<file path="config.mk">
export PLATFORM = sky130hd
export DESIGN_NAME = twos_addsub_serial
export DESIGN_NICKNAME = d
export VERILOG_FILES = /design/src/rtl/twos_addsub_serial.sv
export SDC_FILE = /design/constraint.sdc
export NUM_CORES = 1
export LEC_CHECK = 0
export ABC_AREA = 1
export ABC_CLOCK_PERIOD_IN_PS = 2500
export BUFFER_PORTS_ARGS = -buffer_cell sky130_fd_sc_hd__buf_2
export CAP_MARGIN = 0
export CORE_ASPECT_RATIO = 1.1
export CORE_MARGIN = 10
export CORE_UTILIZATION = 51
export DETAILED_ROUTE_END_ITERATION = 12
export PLACE_DENSITY = 0.76
export RECOVER_POWER = 50
export SLEW_MARGIN = 20
export SYNTH_ARGS = -nofsm -noshare
export SYNTH_HDL_FRONTEND = slang
export SYNTH_SLANG_ARGS = --single-unit
</file>
<file path="constraint.sdc">
create_clock -name clk -period 2.5 [get_ports clk]
set_clock_uncertainty 0.15 [all_clocks]
set_input_delay 0.5 -clock clk [delete_from_list [all_inputs] [get_ports clk]]
set_output_delay 0.5 -clock clk [all_outputs]
set_load 0.1 [all_outputs]
</file>
<file path="src/rtl/twos_addsub_serial.sv">
// Digit-serial two's-complement adder/subtractor with optional signed saturation.
// Latency: NDIG = WIDTH/DIGIT cycles from accepted start to the done pulse.
// Backpressure: none; start is ignored while busy, results are held until the next done.
//
// Ports:
//   clk, rst_n             rising-edge clock, asynchronous active-low reset
//   start, sub, x, y       request; operands and mode are captured only when start is accepted
//   busy, done             busy while digits are being processed; done pulses one cycle per result
//   s, carry, overflow     registered result, unsigned carry-out (1 = no borrow), signed overflow
module twos_addsub_serial #(
   parameter int WIDTH  = 16,
   parameter int DIGIT  = 4,
   parameter int SAT_EN = 0
) (
   input  logic             clk,
   input  logic             rst_n,
   input  logic             start,
   input  logic             sub,
   input  logic [WIDTH-1:0] x,
   input  logic [WIDTH-1:0] y,
   output logic             busy,
   output logic             done,
   output logic [WIDTH-1:0] s,
   output logic             carry,
   output logic             overflow
);

   localparam int NDIG = WIDTH / DIGIT;
   localparam int CW   = (NDIG > 1) ? $clog2(NDIG) : 1;
   localparam logic [CW-1:0] LAST_DIG = CW'(NDIG - 1);

   generate
      if (WIDTH < 2 || DIGIT < 1 || (WIDTH % DIGIT) != 0) begin : g_bad_cfg
         $error("twos_addsub_serial: WIDTH must be >= 2 and a multiple of DIGIT");
      end
   endgenerate

   typedef enum logic [1:0] {
      S_IDLE = 2'd0,
      S_RUN  = 2'd1,
      S_DONE = 2'd2
   } state_t;

   state_t           r_state;
   state_t           w_next;
   logic [WIDTH-1:0] r_a;
   logic [WIDTH-1:0] r_b;        // already inverted for subtract
   logic [WIDTH-1:0] r_sum;      // partial sum, filled one digit per RUN cycle
   logic             r_c;        // running carry between digits
   logic [CW-1:0]    r_cnt;
   logic [WIDTH-1:0] r_s;
   logic             r_carry;
   logic             r_ovf;

   logic             w_accept;
   logic             w_last;
   logic [31:0]      w_base;
   logic [DIGIT:0]   w_dsum;
   logic [WIDTH-1:0] w_full;
   logic             w_ovf;
   logic [WIDTH-1:0] w_res;

   // DONE accepts a new start too, so back-to-back operations have no gap.
   assign w_accept = start && (r_state != S_RUN);
   assign w_last   = (r_cnt == LAST_DIG);
   assign w_base   = 32'(r_cnt) * DIGIT;

   assign w_dsum = {1'b0, r_a[w_base +: DIGIT]} + {1'b0, r_b[w_base +: DIGIT]}
                 + {{DIGIT{1'b0}}, r_c};

   // Partial sum with the current digit merged in; on the last digit this is the full result.
   always_comb begin
      w_full = r_sum;
      w_full[w_base +: DIGIT] = w_dsum[DIGIT-1:0];
   end

   assign w_ovf = (r_a[WIDTH-1] == r_b[WIDTH-1]) && (w_full[WIDTH-1] != r_a[WIDTH-1]);

   // Overflow direction follows operand A: positive A can only overflow upwards.
   always_comb begin
      w_res = w_full;
      if ((SAT_EN != 0) && w_ovf) begin
         w_res = r_a[WIDTH-1] ? {1'b1, {(WIDTH-1){1'b0}}} : {1'b0, {(WIDTH-1){1'b1}}};
      end
   end

   always_ff @(posedge clk or negedge rst_n) begin
      if (!rst_n) begin
         r_state <= S_IDLE;
      end else begin
         r_state <= w_next;
      end
   end

   always_comb begin
      w_next = r_state;
      case (r_state)
         S_IDLE:  w_next = w_accept ? S_RUN : S_IDLE;
         S_RUN:   w_next = w_last ? S_DONE : S_RUN;
         S_DONE:  w_next = w_accept ? S_RUN : S_IDLE;
         default: w_next = S_IDLE;
      endcase
   end

   always_ff @(posedge clk or negedge rst_n) begin
      if (!rst_n) begin
         r_a     <= '0;
         r_b     <= '0;
         r_sum   <= '0;
         r_c     <= 1'b0;
         r_cnt   <= '0;
         r_s     <= '0;
         r_carry <= 1'b0;
         r_ovf   <= 1'b0;
      end else if (w_accept) begin
         r_a   <= x;
         r_b   <= sub ? ~y : y;
         r_c   <= sub;               // +1 completes the two's-complement negation of y
         r_sum <= '0;
         r_cnt <= '0;
      end else if (r_state == S_RUN) begin
         r_sum <= w_full;
         r_c   <= w_dsum[DIGIT];
         r_cnt <= r_cnt + CW'(1);
         if (w_last) begin
            r_s     <= w_res;
            r_carry <= w_dsum[DIGIT];
            r_ovf   <= w_ovf;
         end
      end
   end

   assign busy     = (r_state == S_RUN);
   assign done     = (r_state == S_DONE);
   assign s        = r_s;
   assign carry    = r_carry;
   assign overflow = r_ovf;

endmodule

</file>
==> impl_summary.txt <==
----------------------------------------------------
[Status]
  Result of the run ... finished with violations
  Violations in the final reports ... negative setup slack

[Critical path]
  CP Capture Type ... flop
  Number of cells on the worst reg-to-reg path ... 13
  Endpoint arrival time on the critical path ... approximately 2.7 ns
  Startpoint types ... flop
  Maximum fanout along the worst path ... 8
  CP Class ... flop to flop
  Data required time at the worst endpoint ... 2.64 ns

[Synthesis]
  Share of the synthesized area in the top cell type ... between 40% and 50%
  Largest cells by area after synthesis ... sky130_fd_sc_hd__dfrtp_1 49%, sky130_fd_sc_hd__nand2_1 14%, sky130_fd_sc_hd__inv_1 3.8%, sky130_fd_sc_hd__o22ai_1 3.6%, sky130_fd_sc_hd__o21ai_2 3.4%
  Cell type with the largest total area after synthesis ... sky130_fd_sc_hd__dfrtp_1
  Synth Instances ... a little over 400
  Combinational family with the most area after synthesis ... simple AND/OR/NAND/NOR gates
  Parity-gate share of the synthesized area counting xor and xnor cells ... around 4%
  Adder and majority cell fraction of the synthesized area ... approximately 4.2%
  Syn Nets ... 461
  Syn Area/Cell ... roughly 8.8 sq um
  Multiplexer area fraction after synthesis ... 0%
  Number of register bits inferred by synthesis ... 71
  Post-Synthesis Cell Area ... ~3600 sq um
  Synthesis warning total ... 0
  Sequential cell area fraction in the yosys report ... 49.0%
  Count of different cell masters after synthesis ... 35
  Fraction of the mapped netlist area in simple logic gates ... between 10% and 20%
  Compound-cell area share of the yosys netlist ... 14.9%

[Layout]
  Area of all placed cells without fillers ... about 4400 sq um
  Growth of design area from synthesis to finish ... 20.5%
  Net total in the final layout ... 527
  Share of post-route cells with drive strength above 1 ... around 29%
  Core occupancy in the finished layout ... 62.7%
  Total inserted antenna cells ... 0

[Place]
  Placed standard-cell area ... between 4000 and 5000 sq um
  Half-perimeter wire length after placement ... roughly 6.1 mm
  Final weighted congestion in routability-driven placement ... between 0.9 and 1
  Port bufs ... between 50 and 60

[STA]
  Setup-violating endpoint count in the final report ... 8
  Highest Clock Rate ... ~390 MHz
  Slew HR ... between 20% and 30%
  Setup slack after layout ... -0.0343 ns
  Pin slew with the least headroom to its limit ... about 1.1 ns
  Setup repair after global routing missed its margin ... true
  Final Hold Viols ... 0
  Number of pins exceeding their max-slew limit in the final report ... 0
  Final-layout worst hold slack ... a little under 0.2 ns
  Final min period ... around 2.5 ns
  Final cycle utilization of the critical path ... 101%
  Setup tns final ... -0.109 ns

[Die]
  Site Rows ... 32
  Vertical extent of the die ... around 110 microns
  Placeable core region ... 6970 sq um
  Boundary Pins ... 56
  Starting density of the core ... between 50% and 60%
  Die outline area ... 10900 sq um
  Horiz. Die Dim ... between 100 and 150 microns

[Clock tree]
  Bufs on Longest Clock Path ... 2
  Clock input transition at the sequential cells of the worst setup and hold paths ... roughly 0.070 ns
  Clock tree from TritonCTS ... yes
  Clock Tree Root ... sky130_fd_sc_hd__clkbuf_8
  Clk Latency, worst-skew pair ... between 0.3 and 0.4 ns
  Total clock buffers created by CTS ... 9
  # clock sinks ... 71
  Max H-tree Level ... 3

[Routing]
  Detailed-route via count ... 2926
  Count of antenna-violating nets left after detailed routing ... 0
  Post-route DRC ... 0
  Number of detailed-routing iterations run before antenna repair ... 4
  Wire length per cell after detailed routing ... approximately 15 microns
  Via-to-Cell Ratio ... between 5 and 6
  Number of violations reported at the end of detailed-routing iteration 0 ... 87
  Final wirelength ... 8.28 mm

[Global route]
  Overall global routing resource usage ... around 16%
  Global-route wire length before repair ... around 14 mm
  Antenna violations before repair ... 0
  Residual overflow from global routing ... 0
  Vias in the first global route ... around 3.0k
  Largest net degree at the start of global routing ... 44

[Run]
  Count of max-cap constraint violations ... 0

[Pwr]
  Static Leak ... around 2.2 nW
  Power density relative to cell area ... 1630 nW/um^2
  Peak VDD IR ... between 0.9 and 1 mV

[Worst hold path]
  Type of the worst min-delay path ... input port to flop
  Depth of the worst hold-timing path ... 3

----------------------------------------------------
worst max-delay path, stage by stage, from the launching register on:
cell                      delay [ns]
sky130_fd_sc_hd__dfrtp_2        0.47
sky130_fd_sc_hd__buf_6          0.16
sky130_fd_sc_hd__nor2_4         0.10
sky130_fd_sc_hd__o22ai_2        0.09
sky130_fd_sc_hd__fa_2           0.41
sky130_fd_sc_hd__inv_2          0.07
sky130_fd_sc_hd__fa_1           0.44
sky130_fd_sc_hd__nor2_1         0.10
sky130_fd_sc_hd__inv_1          0.06
sky130_fd_sc_hd__nor2_2         0.10
sky130_fd_sc_hd__inv_2          0.06
sky130_fd_sc_hd__o22ai_2        0.10
sky130_fd_sc_hd__inv_2          0.06
sky130_fd_sc_hd__o21ai_2        0.10
final timing paths:
kind	slack, ns	from	end
max	-0.03	r_cnt[0]	s[5]
max in group asynchronous	0.59	rst_n	s[15]
min	0.20	x[12]	r_a[12]
max reg2reg	-0.03	r_cnt[0]	s[5]
min in group asynchronous	0.73	rst_n	r_sum[6]
min reg2reg	0.33	s[13]	s[13]
logic make-up (layout without fill, tap and decap cells):
| group | after synthesis | after routing |
|---|---|---|
| AND/OR/NAND/NOR | 165 | 165 |
| AO/OA/AOI/OAI | 82 | 82 |
| flip-flops | 71 | 71 |
| buffers and inverters | 68 | 139 |
| XOR/XNOR | 17 | 17 |
| adder cells (fa/ha/maj) | 11 | 11 |
power by group:
| part | switching, W | internal [W] | leakage, nW |
|---|---|---|---|
| clock | 0.000434 | 0.000818 | 0.136 |
| combinational | 0.00273 | 0.00121 | 1.12 |
| sequential | 0.000299 | 0.00163 | 0.923 |
| total | 0.00346 | 0.00365 | 2.17 |
sequential cells by signal (all words and copies together), names as in the netlist:
register / cells
s: 16
r_b: 16
carry: 1
overflow: 1
r_a: 16
r_state: 2
r_cnt: 2
r_c: 1
r_sum: 16
layout make-up:
class / instances / area [sq um]
clock inverter: 5 / 128
inverter: 50 / 199
clock buffer: 11 / 151
sequential: 71 / 1780
multi-input combinational: 275 / 1580
tap: 85 / 106
timing repair buffer: 73 / 428
fill: 601 / 2600
metrics by stage:
stage	std cells	power, W	setup slack (ns)
final	570	0.00712	-0.0343
after global routing	570	0.00762	-0.186
after global placement	551	0.00555	0.0346
after detailed placement	551	0.00567	-0.0569
after floorplan	414	0.00483	-0.0307
after CTS	568	0.00702	0.00170
cells in the final DEF (no fill, tap or decap), drive strengths merged:
cell type and instances:
clkinv 1, inv 49, nand3 5, clkbuf 12, xnor2 14, a22oi 1
dlygate4sd3 1, ha 9, nand4 3, nand2 133, buf 71, nor3 3
nor2 21, o211ai 1, o21ai 48, fa 2, dfrtp 71, xor2 3
bufinv 4, clkinvlp 1, a21oi 4, a32oi 2, o22ai 26
cells in the mapped netlist, drive strengths merged:
library cell and number:
clkinv 1, clkbuf 3, xor2 3, buf 15, o21ai 48, o22ai 26, inv 49, a22oi 1
fa 2, nand2 133, a21oi 4, nand3 5, nor2 21, a32oi 2, xnor2 14, nand4 3
nor3 3, dfrtp 71, ha 9, o211ai 1
routing by layer:
layer / global-route usage, % / share of wire, %
met1: 18.2 / 42
met2: 25.1 / 49
met3: 5.04 / 5.6
met4: 8.59 / 3.3
met5: 0 / 0
repair_timing:
action	CTS	global route
endpoints found under the setup margin	7	25
pin swaps	0	4
hold buffers	1	0
resized for setup	4	12
buffers inserted	0	2
hold endpoints to repair	17	0
Note: power is estimated with default switching activity, not from simulation.
